[config.mk]
export PLATFORM = sky130hd
export DESIGN_NAME = lock_sequencer
export DESIGN_NICKNAME = d
export VERILOG_FILES = /design/src/rtl/lock_pkg.sv /design/src/rtl/level_match.sv /design/src/rtl/lock_sequencer.sv
export SDC_FILE = /design/constraint.sdc
export NUM_CORES = 1
export LEC_CHECK = 0
export CAP_MARGIN = 20
export CELL_PAD_IN_SITES_DETAIL_PLACEMENT = 1
export CELL_PAD_IN_SITES_GLOBAL_PLACEMENT = 2
export CORE_ASPECT_RATIO = 1.1
export CORE_MARGIN = 2
export CORE_UTILIZATION = 35
export DETAILED_ROUTE_END_ITERATION = 8
export GPL_TIMING_DRIVEN = 0
export PLACE_DENSITY_LB_ADDON = 0.3
export SYNTH_ARGS = -nofsm -noshare
export SYNTH_HDL_FRONTEND = slang
export SYNTH_HIERARCHICAL = 1
export SYNTH_SLANG_ARGS = --single-unit
[constraint.sdc]
create_clock -name clk -period 5.82 [get_ports clk]
set_input_delay 1.746 -clock clk [delete_from_list [all_inputs] [get_ports clk]]
set_output_delay 1.746 -clock clk [all_outputs]
set_load 0.01 [all_outputs]
[src/rtl/lock_pkg.sv]
// Shared types and constants for the canal lock sequencer.
// Holds the state encoding, the command bus bit map and the safe idle command.
package lock_pkg;

    typedef enum logic [3:0] {
        S_IDLE,
        S_LEVEL1,
        S_OPEN1,
        S_DWELL1,
        S_CLOSE1,
        S_LEVEL2,
        S_OPEN2,
        S_DWELL2,
        S_CLOSE2,
        S_FAULT
    } state_t;

    typedef enum logic {
        DIR_ARR = 1'b0,
        DIR_DEP = 1'b1
    } dir_t;

    localparam int CMD_ARR   = 0;
    localparam int CMD_DEP   = 1;
    localparam int CMD_OUTER = 2;
    localparam int CMD_INNER = 3;
    localparam int CMD_INC   = 4;
    localparam int CMD_DEC   = 5;

    // Both ports closed, no water movement, no direction flagged.
    localparam logic [5:0] CMD_SAFE = 6'b001100;

endpackage

[src/rtl/level_match.sv]
// Combinational water-level comparator with a +/-TOL window.
// Zero latency; 9-bit arithmetic so level + TOL never wraps.
module level_match #(
    parameter int TOL = 2
) (
    input  logic [7:0] level_i,
    input  logic [7:0] target_i,
    output logic       above_o,
    output logic       below_o,
    output logic       match_o
);

    localparam logic [8:0] TOL9 = 9'(TOL);

    logic [8:0] lvl_w;
    logic [8:0] tgt_w;

    assign lvl_w   = {1'b0, level_i};
    assign tgt_w   = {1'b0, target_i};
    assign below_o = (lvl_w + TOL9) < tgt_w;
    assign above_o = lvl_w > (tgt_w + TOL9);
    assign match_o = ~below_o & ~above_o;

endmodule

[src/rtl/lock_sequencer.sv]
// Sequences one gondola passage at a time through the lock: level, open, dwell, close, twice.
// Requests are held as pending flags while busy; any wait state stuck for TIMEOUT_CYCLES latches FAULT until rst.
module lock_sequencer
    import lock_pkg::*;
#(
    parameter int TOL            = 2,
    parameter int DWELL_CYCLES   = 16,
    parameter int TIMEOUT_CYCLES = 1024
) (
    input  logic       clk,
    input  logic       rst,
    input  logic       req_arrive,
    input  logic       req_depart,
    input  logic [7:0] lock_water,
    input  logic [7:0] inner_water,
    input  logic [7:0] outer_water,
    input  logic       outer_closed,
    input  logic       inner_closed,
    output logic [5:0] cmd,
    output logic       busy,
    output logic       done,
    output logic       fault
);

    localparam logic [15:0] TMO_LAST   = 16'(TIMEOUT_CYCLES - 1);
    localparam logic [15:0] DWELL_LAST = 16'(DWELL_CYCLES - 1);

    state_t      state_q, state_d;
    dir_t        dir_q, dir_d;
    logic [7:0]  tgt1_q, tgt1_d, tgt2_q, tgt2_d;
    logic        pend_a_q, pend_a_d, pend_d_q, pend_d_d;
    logic [15:0] wait_q, wait_d;
    logic        outer_q, outer_d, inner_q, inner_d;
    logic        done_q, done_d, fault_q, fault_d;

    logic [7:0]  tgt_sel;
    logic        lvl_above, lvl_below, lvl_match;
    logic        in_level, phase1, use_outer, port_closed, timed_state;

    assign tgt_sel = (state_q == S_LEVEL2) ? tgt2_q : tgt1_q;

    level_match #(.TOL(TOL)) u_level_match (
        .level_i  (lock_water),
        .target_i (tgt_sel),
        .above_o  (lvl_above),
        .below_o  (lvl_below),
        .match_o  (lvl_match)
    );

    assign in_level    = (state_q == S_LEVEL1) || (state_q == S_LEVEL2);
    assign phase1      = (state_q == S_OPEN1) || (state_q == S_DWELL1) || (state_q == S_CLOSE1);
    // Arrival uses the outer port first; departure uses it second.
    assign use_outer   = (phase1 == (dir_q == DIR_ARR));
    assign port_closed = use_outer ? outer_closed : inner_closed;
    assign timed_state = in_level || (state_q == S_OPEN1) || (state_q == S_OPEN2) ||
                         (state_q == S_CLOSE1) || (state_q == S_CLOSE2);

    always_comb begin
        state_d  = state_q;
        dir_d    = dir_q;
        tgt1_d   = tgt1_q;
        tgt2_d   = tgt2_q;
        pend_a_d = pend_a_q | req_arrive;
        pend_d_d = pend_d_q | req_depart;
        done_d   = 1'b0;
        fault_d  = fault_q;
        outer_d  = 1'b1;
        inner_d  = 1'b1;
        wait_d   = wait_q;

        case (state_q)
            S_IDLE: begin
                if (pend_a_q) begin
                    state_d  = S_LEVEL1;
                    dir_d    = DIR_ARR;
                    tgt1_d   = outer_water;
                    tgt2_d   = inner_water;
                    pend_a_d = req_arrive;
                end else if (pend_d_q) begin
                    state_d  = S_LEVEL1;
                    dir_d    = DIR_DEP;
                    tgt1_d   = inner_water;
                    tgt2_d   = outer_water;
                    pend_d_d = req_depart;
                end
            end
            S_LEVEL1: if (lvl_match)             state_d = S_OPEN1;
            S_OPEN1:  if (!port_closed)          state_d = S_DWELL1;
            S_DWELL1: if (wait_q == DWELL_LAST)  state_d = S_CLOSE1;
            S_CLOSE1: if (port_closed)           state_d = S_LEVEL2;
            S_LEVEL2: if (lvl_match)             state_d = S_OPEN2;
            S_OPEN2:  if (!port_closed)          state_d = S_DWELL2;
            S_DWELL2: if (wait_q == DWELL_LAST)  state_d = S_CLOSE2;
            S_CLOSE2: begin
                if (port_closed) begin
                    state_d = S_IDLE;
                    done_d  = 1'b1;
                end
            end
            S_FAULT:  state_d = S_FAULT;
            default:  state_d = S_IDLE;
        endcase

        // A normal exit on the last allowed cycle still wins over the timeout.
        if (timed_state && (state_d == state_q) && (wait_q == TMO_LAST)) begin
            state_d = S_FAULT;
        end

        if (state_d == S_FAULT) begin
            fault_d  = 1'b1;
            pend_a_d = 1'b0;
            pend_d_d = 1'b0;
        end

        if (state_d != state_q) begin
            wait_d = '0;
        end else if (wait_q != 16'hFFFF) begin
            wait_d = wait_q + 16'd1;
        end

        if ((state_d == S_OPEN1) || (state_d == S_DWELL1)) begin
            if (dir_d == DIR_ARR) outer_d = 1'b0;
            else                  inner_d = 1'b0;
        end else if ((state_d == S_OPEN2) || (state_d == S_DWELL2)) begin
            if (dir_d == DIR_ARR) inner_d = 1'b0;
            else                  outer_d = 1'b0;
        end
    end

    always_ff @(posedge clk or posedge rst) begin
        if (rst) begin
            state_q  <= S_IDLE;
            dir_q    <= DIR_ARR;
            tgt1_q   <= '0;
            tgt2_q   <= '0;
            pend_a_q <= 1'b0;
            pend_d_q <= 1'b0;
            wait_q   <= '0;
            outer_q  <= 1'b1;
            inner_q  <= 1'b1;
            done_q   <= 1'b0;
            fault_q  <= 1'b0;
        end else begin
            state_q  <= state_d;
            dir_q    <= dir_d;
            tgt1_q   <= tgt1_d;
            tgt2_q   <= tgt2_d;
            pend_a_q <= pend_a_d;
            pend_d_q <= pend_d_d;
            wait_q   <= wait_d;
            outer_q  <= outer_d;
            inner_q  <= inner_d;
            done_q   <= done_d;
            fault_q  <= fault_d;
        end
    end

    assign busy  = (state_q != S_IDLE) && (state_q != S_FAULT);
    assign done  = done_q;
    assign fault = fault_q;

    always_comb begin
        cmd            = '0;
        cmd[CMD_ARR]   = busy && (dir_q == DIR_ARR);
        cmd[CMD_DEP]   = busy && (dir_q == DIR_DEP);
        cmd[CMD_OUTER] = outer_q;
        cmd[CMD_INNER] = inner_q;
        cmd[CMD_INC]   = in_level && lvl_below;
        cmd[CMD_DEC]   = in_level && lvl_above;
    end

endmodule

# Word-level counts from Yosys, hierarchy flattened
# Cells that the tools add are included.
# Widths: inputs -> output; s select.
[classes]
n_reduce_logical = 21
bitwise_logic = 6
n_mux = 38
shifts = 0
magnitude_cmp = 2
div = 0
n_addsub = 3
eq_ne = 21
mul = 0
[ops]
columns = ["operator", "count"]
rows = [
  ["$mux 4", 11],
  ["$mux 8", 5],
  ["$pmux 4 s10", 1],
  ["$mux 16", 2],
  ["$eq 4x3->1 const B", 6],
  ["$mux 1", 19],
  ["$add 8x2->9 const B", 2],
  ["$add 16x1->16 const B", 1],
  ["$eq 16x10->1 const B", 1],
  ["$eq 16x4->1 const B", 1],
  ["$eq 4x2->1 const B", 4],
  ["$ne 16x16->1 const B", 1],
  ["$eq 4x4->1 const B", 3],
  ["$gt 8x9->1", 1],
  ["$logic_or 1x1->1", 9],
  ["$lt 9x8->1", 1],
  ["$logic_and 1x1->1", 7],
  ["$eq 4x1->1 const B", 1],
  ["$eq 4x4->1", 1],
  ["$logic_not 4->1", 1],
  ["$ne 4x4->1", 1],
  ["$ne 4x4->1 const B", 1],
  ["$reduce_bool 2->1", 2],
  ["$reduce_bool 4->1", 1],
  ["5 further kinds", 8],
]
[totals]
romBits = 0
ff_bits = 43
ramBits = 0
latch_bits = 0
mem_count = 0

# Depth between registers and ports, before layout
[depth]
depth_word = 16
ltp_mapped = 20
mapped_depth_nobuf = 18

# Modules after synthesis
# The synthesis kept the hierarchy.
[by_module_without_submodules]
columns = ["mod", "n_inst", "cells_per_inst", "area_per_inst_um2", "seq_area_each_um2"]
rows = [
  ["lock_sequencer", 1, 266, 2562.5, 1078.5],
  ["level_match", 1, 70, 556.8, 0.0],
]

# Least setup slack after synthesis
# No wires, ideal clock.
[synth_path]
path_kind = "reg-to-output"
startpoint = "register state_q[3]"
endpoint = "output port cmd[5]"
arrival_ns = 3.243
stages_incl_launch_ff = 16
setup_slack_ns = 0.831
required_ns = 4.074
cell_sequence = "dfrtp_1 buf_6 nor3b_1 and2_1 clkbuf_1 mux2_2 ha_1 and3_1 nand3_1 xnor2_1 ha_1 and3_4 nand3_2 o31ai_2 and2_1 and2_1"
[synth_between]
elab_chain_len = 5
[synth_rtl]
columns = ["item", "line_no", "rtl"]
rows = [
  ["start, declared", "lock_sequencer.sv:28", "state_t state_q, state_d;"],
  ["start signal, assigned", "lock_sequencer.sv:144", "state_q <= state_d;"],
  ["$eq 4x3->1", "lock_sequencer.sv:40", "assign tgt_sel = (state_q == S_LEVEL2) ? tgt2_q : tgt1_q;"],
  ["$mux 8", "lock_sequencer.sv:40", ""],
  ["net tgt_sel[1]", "lock_sequencer.sv:36", "logic [7:0] tgt_sel;"],
  ["$add 8x2->9", "level_match.sv:21", "assign above_o = lvl_w > (tgt_w + TOL9);"],
  ["$gt 8x9->1", "level_match.sv:21", ""],
  ["net lvl_above", "lock_sequencer.sv:37", "logic lvl_above, lvl_below, lvl_match;"],
  ["$logic_and 1x1->1", "lock_sequencer.sv:169", "cmd[CMD_DEC] = in_level && lvl_above;"],
  ["end, declared", "lock_sequencer.sv:19", "output logic [5:0] cmd,"],
]
# The timed path passes the listed nets, and every way through them passes these cells.

# Worst setup path after layout
[layout_path]
startpoint = "input port lock_water[2]"
endpoint = "output port cmd[4]"
[layout_between]
elab_chain_len = 3
[layout_rtl]
columns = ["item", "line_no", "rtl"]
rows = [
  ["start, declared", "lock_sequencer.sv:14", "input logic [7:0] lock_water,"],
  ["$add 8x2->9", "level_match.sv:20", "assign below_o = (lvl_w + TOL9) < tgt_w;"],
  ["$lt 9x8->1", "level_match.sv:20", ""],
  ["net lvl_below", "lock_sequencer.sv:37", ""],
  ["$logic_and 1x1->1", "lock_sequencer.sv:168", "cmd[CMD_INC] = in_level && lvl_below;"],
]
# The timed path passes the listed nets, and every way through them passes these cells.

==> flow_summary_export.csv <==
group,metric,value,unit
finish,nNetsFinal,435,
die,core_area,8780,sq um
detailed_routing,drt_wl_total,7720,um
global_route,grt_usage,0.167,
sta,setup_viol,0,
finish,area_growth_syn_to_layout,22.8,%
global_route,grt.overflow.total,0,
global_route,use_met1,0.214,
synth,synth_ff_type,"dfrtp_1",
sta,post-route-min-period,5700,ps
die,num_io_pins,39,
finish,fillers,1016,
clock_tree,clk_latency,300,ps
pwr,p_leak,1.70,nW
die,die-height,103,um
min_path,hold-path-cell-count,1,
synth,syn-instance-count,336,
global_route,grt_start_max_net_pins,34,
synth,yosysWarnings,6,
synth,avgSynthCellArea,9.28,sq um
critical_path,required,4070,ps
critical_path,cp_slowest_cell,"clkdlybuf4s50_1",
detailed_routing,vias,2628,
critical_path,r2r_start,"state_q[3]",
sta,finalHoldViolations,0,
die,start_util,0.355,
sta,fin_crit_sh,0.980,
clock_tree,cts_root_buf,"clkbuf_8",
clock_tree,cts_buffers,5,
min_path,hold_end,"fault",
critical_path,cp_cell_sequence,"clkdlybuf4s50_1 > ha_2 > nand3_1 > xnor2_1 > ha_1 > o21a_1 > o21ai_0 > a31oi_1 > nor2_1 > and2_1 > dlygate4sd2_1",
die,fp-row-count,36,
synth,syn_nets,384,
synth,yosysSeqAreaShare,0.346,
critical_path,critPathCaptureType,"output pin",
critical_path,path_class,"input port to output pin",
global_route,met3_usage,0.0241,
detailed_routing,drc,0,
sta,maxSlewHeadroom,0.559,
clock_tree,hold_buffers,0,
min_path,hp-start,"fault",
detailed_routing,vias_per_cell,5.24,
clock_tree,h-tree-depth,2,
die,die-area,9680,sq um
sta,drv_slew,0,
synth,async_reset_ff_frac,1.00,
critical_path,crit_family,"buffers and inverters",
min_path,worstHoldPathType,"flop to flop",
critical_path,r2r_cells,19,
finish,final_core_util,0.436,
placed_design,port_buffers,38,
sta,fmax,175,MHz
sta,tightestPinTransition,662,ps
global_route,grt_pass1_wl,12900,um
clock_tree,cts.clk_slew.worst_paths,90,ps
placed_design,hpwlAfterDp,5990,um
global_route,grt_pass1_vias,2655,
critical_path,arrival,3960,ps
detailed_routing,detail-route-antenna-nets,0,
global_route,grt_busiest_layer,"met2",
pwr,p_total,1.72,mW
run_status,status,"finished clean",
critical_path,start_kind,"input port",
synth,synth_edf_count,0,
synth,synth_seq_cells,43,
clock_tree,clk_path_buf_depth,2,
detailed_routing,drtIter0Drc,54,
finish,layout-drive-gt1-share,0.147,
synth,ys_types,68,
global_route,antenna_found_initial,0,
detailed_routing,wire_per_inst,15.4,um
critical_path,r2r_setup_slack,1410,ps
synth,syn_area,3120,sq um
critical_path,rr_endpoint,"pend_a_q",
critical_path,critPathBufInv,2,
die,die_w,94.0,um
placed_design,place.gp.congestion,0.750,
finish,num_antenna_cells,0,
clock_tree,cts_tree,"built",
global_route,use_met2,0.299,
pwr,ir_worst_vdd,0.156,mV
critical_path,max_stage_delay,540,ps
critical_path,worst-path-max-fanout,3,
clock_tree,cts.sinks,43,
detailed_routing,firstDrtPassIters,4,
pwr,p_per_area,448,nW/um^2
sta,clock_skew,9.73,ps
job,drv_cap,0,
==> metal layers <==
metal / wire length, um / share of wire
met5: 0 / 0
met4: 40 / 0.0052
met3: 173 / 0.022
met2: 3930 / 0.51
met1: 3570 / 0.46
==> per-stage QoR <==
step,hold slack (ps),cells,setup slack (ps),cell area [sq um],TNS (ps)
global placement,469,488,-201,3640,-356
floorplan,490,336,831,3120,0
finish,493,502,116,3830,0
global route,553,502,-1.36,3830,-1.36
CTS,497,496,-67.5,3760,-67.5
detailed placement,475,489,-227,3660,-404
==> synthesized netlist by cell type, types with 2 or more instances <==
cell type / instances / area share
nor3_1: 6 / 0.0096
dfrtp_1: 41 / 0.33
o211ai_1: 2 / 0.0048
nor2b_1: 5 / 0.010
nand2b_1: 4 / 0.0080
o21a_1: 4 / 0.0096
mux2_2: 8 / 0.029
nand3b_1: 2 / 0.0048
xnor2_1: 13 / 0.037
and3_4: 2 / 0.0072
buf_4: 3 / 0.0072
a31oi_1: 4 / 0.0080
nor4_1: 3 / 0.0060
nand4_1: 4 / 0.0080
a21o_1: 3 / 0.0072
nand2_1: 21 / 0.025
nor2_1: 44 / 0.053
a311oi_1: 2 / 0.0056
nand3_1: 9 / 0.014
clkbuf_1: 10 / 0.012
inv_1: 12 / 0.014
mux2i_1: 21 / 0.067
xor2_1: 10 / 0.028
and3_1: 4 / 0.0080
dfstp_2: 2 / 0.017
a21oi_1: 23 / 0.037
ha_1: 18 / 0.072
and4_1: 3 / 0.0084
a2bb2oi_1: 2 / 0.0056
and2_1: 8 / 0.016
nor3_2: 2 / 0.0064
nor3b_1: 3 / 0.0072
o21ai_0: 3 / 0.0048
==> flip-flops by register name (all words and copies together) (netlist names) <==
signal / count
inner_q: 1
tgt2_q: 8
wait_q: 16
fault: 1
state_q: 4
outer_q: 1
pend_a_q: 1
tgt1_q: 8
done: 1
pend_d_q: 1
dir_q: 1
==> how the worst max path moves through the flow <==
stage,from,end,cells past startpoint
detailed placement,state_q[3],cmd[5],16
CTS,state_q[3],cmd[5],15
global placement,state_q[3],cmd[5],16
finish,lock_water[2],cmd[4],11
floorplan,state_q[3],cmd[5],15
global route,lock_water[2],cmd[4],11
==> cells by family (layout without fill, tap and decap cells) <==
| kind of cell | Yosys count | after routing | synth area share |
|---|---|---|---|
| muxes | 29 | 29 | 0.0963 |
| xor gates and xnor gates | 23 | 23 | 0.0646 |
| AOI/OAI and AO/OA | 63 | 63 | 0.149 |
| DFF | 43 | 43 | 0.346 |
| buffers and inverters | 27 | 79 | 0.0389 |
| and+or+nand+nor | 133 | 133 | 0.233 |
| adders and majority gates | 18 | 18 | 0.0722 |
==> final cells by class <==
class / count / area (sq um) / area share
clock buffer: 5 / 68.8 / 0.0180
inverter: 12 / 45.0 / 0.0118
timing repair buffer: 45 / 445 / 0.116
sequential: 43 / 1080 / 0.282
buffer: 14 / 73.8 / 0.0193
multi-input combinational: 266 / 1960 / 0.511
clock inverter: 3 / 20.0 / 0.00523
tap: 114 / 143 / 0.0372
==> placed cells by master, fill, tap and decap left out, types with 4 or more instances in the layout <==
| master | Yosys | routed |
|---|---|---|
| nor2_1 | 44 | 43 |
| dfrtp_1 | 41 | 41 |
| clkdlybuf4s50_1 | 0 | 35 |
| a21oi_1 | 23 | 23 |
| nand2_1 | 21 | 21 |
| mux2i_1 | 21 | 21 |
| ha_1 | 18 | 17 |
| xnor2_1 | 13 | 13 |
| inv_1 | 12 | 11 |
| xor2_1 | 10 | 10 |
| buf_4 | 3 | 9 |
| nand3_1 | 9 | 8 |
| clkbuf_1 | 10 | 8 |
| and2_1 | 8 | 7 |
| mux2_2 | 8 | 7 |
| nor3_1 | 6 | 6 |
| nor2b_1 | 5 | 5 |
| clkbuf_8 | 0 | 5 |
| and3_1 | 4 | 4 |
| nand4_1 | 4 | 4 |
| nand2b_1 | 4 | 4 |
| o21a_1 | 4 | 4 |
| a31oi_1 | 4 | 4 |
==> report_power, final <==
part | leakage [nW] | switching, mW | internal (mW)
Combinational | 1.14 | 0.594 | 0.478
Clock | 0.0402 | 0.109 | 0.0836
Sequential | 0.520 | 0.0573 | 0.394
==> repair_timing <==
item,4_1_cts,5_1_grt
setup endpoints to repair,2,2
resized for setup,8,5
buffers inserted,0,6
pin swaps,0,3
(Power assumes the default switching activity.)
==> RTL change 1 (same settings) <==
Re-encode `state_t` (10 states) as Gray code, 4 bits wide.
--- a/src/rtl/lock_pkg.sv
+++ b/src/rtl/lock_pkg.sv
@@ -3,16 +3,16 @@
 package lock_pkg;
 
     typedef enum logic [3:0] {
-        S_IDLE,
-        S_LEVEL1,
-        S_OPEN1,
-        S_DWELL1,
-        S_CLOSE1,
-        S_LEVEL2,
-        S_OPEN2,
-        S_DWELL2,
-        S_CLOSE2,
-        S_FAULT
+        S_IDLE   = 4'b0000,
+        S_LEVEL1 = 4'b0001,
+        S_OPEN1  = 4'b0011,
+        S_DWELL1 = 4'b0010,
+        S_CLOSE1 = 4'b0110,
+        S_LEVEL2 = 4'b0111,
+        S_OPEN2  = 4'b0101,
+        S_DWELL2 = 4'b0100,
+        S_CLOSE2 = 4'b1100,
+        S_FAULT  = 4'b1101
     } state_t;
 
     typedef enum logic {
Check against the original RTL: same outputs for any inputs over 4 cycles, from zero or initial values and one cycle with rst high; so few cycles prove little.
==> RTL change 1 against the unedited design <==
- final area grew 6.6%
- via count grew 4.6%
- wire length grew 6.6%
- area after synthesis grew 4.6%
- sequential power shrank 5.1%
- sequential cell count is the same
- worst setup slack lost 0.012 ns
- power grew 3.8%
- critical path type unchanged
- largest cell class unchanged
==> RTL change 1: results (changes against the unedited design) <==
Clocking
- 5 — TritonCTS Buffers, unchanged
- 2 — H-Tree Level Count, unchanged
- 2 — maximum clock insertion buffer count, unchanged
- 0.29 ns — latest clock arrival within the worst-skew pair
- clkbuf_8 — Root Buffer Master

Logic synthesis
- 397 — post-synthesis net count, +3.4%
- dfrtp_1 31%, ha_1 6.9%, mux2i_1 5.5%, nor2_1 4.6%, a21oi_1 3.5% — top cells by area, synth
- 76 — synth unique cells, +12%
- 41 x dfrtp_1, 40 x nor2_1, 23 x a21oi_1 — most used standard cells in the synthesized netlist
- 33.1% — fraction of the yosys area taken by sequential cells, -1.5 points
- 9.35 sq um — synthesized area divided by synthesized cell count, +0.72%
- 6 — number of warnings printed during yosys synthesis, unchanged
- 100% — Post-synth ARST share, unchanged

Worst setup path
- state_q[3] — reg2reg start
- 4 — maximum fanout along the worst path, +1
- 1.63 ns — R2R setup slack, +0.22 ns
- 18 — worst reg-to-reg path cell count, -1
- clkdlybuf4s50_1 — CP max-delay cell
- 3.97 ns — CP arrival, about the same
- buffers and inverters — kind of cell adding the most delay to the critical path
- wait_q[2] — capture instance of the worst register-to-register path
- 0.60 ns — max incr delay on CP, +0.06 ns

Global routing
- 2,872 — number of global-route vias before repair, +8.2%
- 2.79% — GR met3 Demand/Resource, +0.38 points
- 21.5% — grt met1 use, +0.039 points
- 30 — largest net degree at the start of global routing, -12%
- 13.8 mm — global-route wire length before repair, +7.1%
- 17.1% — Total GRT Usage, +0.41 points
- 0 — initial antenna violation count, unchanged
- 30.9% — M2 GR Usage, +0.96 points

Min path
- fault — Worst Hold Endpoint
- reg2reg — type of the most critical hold path

Pwr
- 24.1% — fraction of power consumed by sequential logic, -2.2 points
- 0.000733 W — sw power, -3.6%
- 0.00107 W — power in combinational cells, about the same
- 436 nW/um^2 — power density relative to cell area, -2.7%
- 1.87 nW — Leakage Power, +10%
- 0.000180 V — maximum VDD drop, +15%

Placement
- 38 — IO buf count, unchanged
- 502 — Placed Cells incl. Taps, +2.7%
- 0.838 — placer's final routability congestion estimate, +12%
- 6.32 mm — dpl hpwl, +5.5%

Drt
- met4 — top layer used by detailed routing
- 3.71 mm — routed metal-1 wirelength, +3.8%
- 2,750 — via total after detailed routing, +4.6%
- 58 — 1st-iter DRT viols, +7.4%
- 202 um — met3 WL, +17%
- 4.28 mm — routed length on met2, +8.9%
- 15.9 um — Avg WL per Cell, +3.3%
- 4 — count of TritonRoute iterations in the first routing pass, unchanged

Timing
- 0.00599 ns — Fin Clk Skew, -0.00374 ns
- 49.4% — Relative slew margins, -6.5 points
- 0.485 ns — worst slack on hold paths, -0.00882 ns

Final layout
- 0 — antenna diode count, unchanged
- 22.0% — share of cells above drive strength 1, +7.3 points
- 451 — fin nets, +3.7%
- wait_q (16), tgt1_q (8), tgt2_q (8) — registers with the most flip-flops
- 518 — number of standard cells in the layout, taps in and fillers out, +3.2%

Run status
- finished, final reports clean — status

## RTL change 1: cell families after synthesis
group / synth area share, %
AOI/OAI and AO/OA: 16.5
adders and majority gates: 6.90
muxes: 8.74
DFF: 33.1
buffers and inverters: 5.10
xor gates and xnor gates: 5.64
and+or+nand+nor: 24.0
## RTL change 1: worst max-delay path by stage
stage	cells after the start	end	slack (ns)	startpoint
2_1_floorplan	9	cmd[4]	0.99	lock_water[1]
3_3_place_gp	11	cmd[4]	-0.21	lock_water[1]
3_5_place_dp	11	cmd[4]	-0.23	lock_water[1]
4_1_cts	16	cmd[5]	-0.08	state_q[0]
5_1_grt	16	cmd[5]	-0.02	state_q[0]
6_report	8	cmd[5]	0.10	lock_water[4]
## RTL change 1: timing repair
action / in CTS / in global routing
resized for setup: 6 / 14
setup endpoints to repair: 2 / 2
buffers inserted: 0 / 9
hold endpoints to repair: 0 / 0
pin swaps: 0 / 1
## RTL change 1: through the flow
stage | setup WS (ns) | setup TNS [ns] | cell area [sq um]
after global placement | -0.206 | -0.206 | 3790
final | 0.103 | 0 | 4080
after global routing | -0.0157 | -0.0157 | 4080
after CTS | -0.0815 | -0.0815 | 3950
after detailed placement | -0.230 | -0.230 | 3810
after floorplan | 0.991 | 0 | 3260
## RTL change 1: layout make-up
| type | count | area [sq um] |
|---|---|---|
| Inverter | 18 | 71.3 |
| Multi-Input combinational cell | 273 | 2090 |
| Clock buffer | 6 | 72.6 |
| Timing Repair Buffer | 48 | 473 |
| Tap cell | 114 | 143 |
| Sequential cell | 43 | 1080 |
| Clock inverter | 2 | 60.1 |
| Buffer | 14 | 96.3 |
| Fill cell | 1042 | 4880 |
==> RTL change 2 (same settings) <==
Without the edit above. `DWELL_CYCLES`: 16 -> 15.
--- a/src/rtl/lock_sequencer.sv
+++ b/src/rtl/lock_sequencer.sv
@@ -4,7 +4,7 @@
     import lock_pkg::*;
 #(
     parameter int TOL            = 2,
-    parameter int DWELL_CYCLES   = 16,
+    parameter int DWELL_CYCLES   = 15,
     parameter int TIMEOUT_CYCLES = 1024
 ) (
     input  logic       clk,
Behaviour: no difference found for any inputs over 4 cycles, from zero or initial values and one cycle with rst high; that may be too few to reach the edited logic, so the function may still have changed.
==> RTL change 2 against the unedited design <==
- worst setup slack improved by 0.079 ns
- sequential cell count unchanged
- area after synthesis is 1.9% higher
- final cell count up 0.20%
- final area up 0.39%
- power shrank 13%
- wire length is 1.4% higher
- clock skew is 0.0018 ns lower
- first-iteration DRC count increased by 33%
- highest routed layer unchanged
==> RTL change 2: results (changes against the unedited design) <==
Timing
- 0.195 ns — final worst setup slack, +0.0791 ns
- 0.00792 ns — Fin Clk Skew, -0.00181 ns
- 0.476 ns — worst slack on hold paths, -0.0171 ns
- 50.1% — Relative slew margins, -5.8 points

Final layout
- 43.6% — Post-Route Utilization, -0.052 points
- 1,055 — number of fill cells in the layout, +3.8%
- 17.7% — share of cells above drive strength 1, +3.0 points
- 437 — fin nets, +0.46%

Worst setup path
- 1.13 ns — R2R setup slack, -0.28 ns
- 4 — maximum fanout along the worst path, +1
- cmd[4] — end of the critical path
- lock_water[5] — critical path startpoint
- 20 — worst reg-to-reg path cell count, +1
- state_q[1] — reg2reg start
- 3.88 ns — CP arrival, -0.08 ns
- wait_q[1] — capture instance of the worst register-to-register path

Global routing
- 16.5% — Total GRT Usage, -0.16 points
- 13.2 mm — global-route wire length before repair, +2.2%
- 1.88% — GR met3 Demand/Resource, -0.53 points
- 2,745 — number of global-route vias before repair, +3.4%

Placement
- -0.394 ns — post-placement setup slack, -0.167 ns
- 3720 sq um — placed standard-cell area, +1.6%
- 6.17 mm — dpl hpwl, +3.1%
- 493 — Placed Cells incl. Taps, +0.82%
- 0.791 — placer's final routability congestion estimate, +5.4%

Pwr
- 0.000161 V — maximum VDD drop, +3.1%
- 12.2% — part of the power in the clock network, +1.0 points
- 0.00149 W — power after layout, -13%
- 1.74 nW — Leakage Power, +2.8%
- 0.000618 W — sw power, -19%
- 30.0% — fraction of power consumed by sequential logic, +3.7 points

Logic synthesis
- 6 — number of warnings printed during yosys synthesis, unchanged
- 41 x dfrtp_1, 39 x nor2_1, 27 x a21oi_1 — most used standard cells in the synthesized netlist
- 14.2% — area fraction in compound gates after synthesis, -0.64 points
- 9.35 sq um — synthesized area divided by synthesized cell count, +0.73%
- 7.48% — synthesized-area fraction occupied by adder cells, +0.26 points
- 33.9% — fraction of the yosys area taken by sequential cells, -0.65 points
- 389 — post-synthesis net count, +1.3%
- 9.17% — multiplexer share of the synthesized area, -0.46 points
- 64 — synth unique cells, -5.9%

Clocking
- 2 — number of buffers inserted by post-CTS setup repair, +2
- 7 — post-CTS resize count, -1

Floorplan
- 8830 sq um — core area, +0.51%

Drt
- 3.73 mm — routed metal-1 wirelength, +4.4%
- 3.89 mm — routed length on met2, -1.2%
- 158 um — met3 WL, -8.7%
- 72 — 1st-iter DRT viols, +33%
- 5.22 — number of vias per cell after detailed routing, -0.31%
- 7.83 mm — Detailed Route WL, +1.4%

Run status
- finished, final reports clean — status

-- RTL change 2: kinds of logic after synthesis --
group | Yosys count
flops | 43
mux | 28
xor+xnor | 24
simple gates | 135
buf+inv | 31
compound gates | 60
fa+ha+maj | 19
-- RTL change 2: worst register-to-register path: stages (launching register included) --
cell       delay, ns
dfrtp_1         0.41
buf_2           0.19
inv_2           0.11
nand2_2         0.11
nor2_4          0.20
mux2_2          0.41
ha_1            0.23
and3_1          0.20
nand3_1         0.10
xnor2_1         0.07
ha_1            0.30
and3_4          0.21
nand3_2         0.09
o31ai_2         0.32
a2bb2oi_1       0.17
nor4b_1         0.35
a211oi_2        0.10
nor4_1          0.37
nand2_1         0.18
a21oi_4         0.33
nor3_1          0.10
-- RTL change 2: cell type report --
cell class | count | area share, %
Clock buffer | 7 | 1.99
Inverter | 17 | 1.66
Clock inverter | 1 | 0.130
Tap cell | 114 | 3.71
Buffer | 14 | 2.51
Multi-Input combinational cell | 266 | 51.1
Timing Repair Buffer | 41 | 10.9
Sequential cell | 43 | 28.1
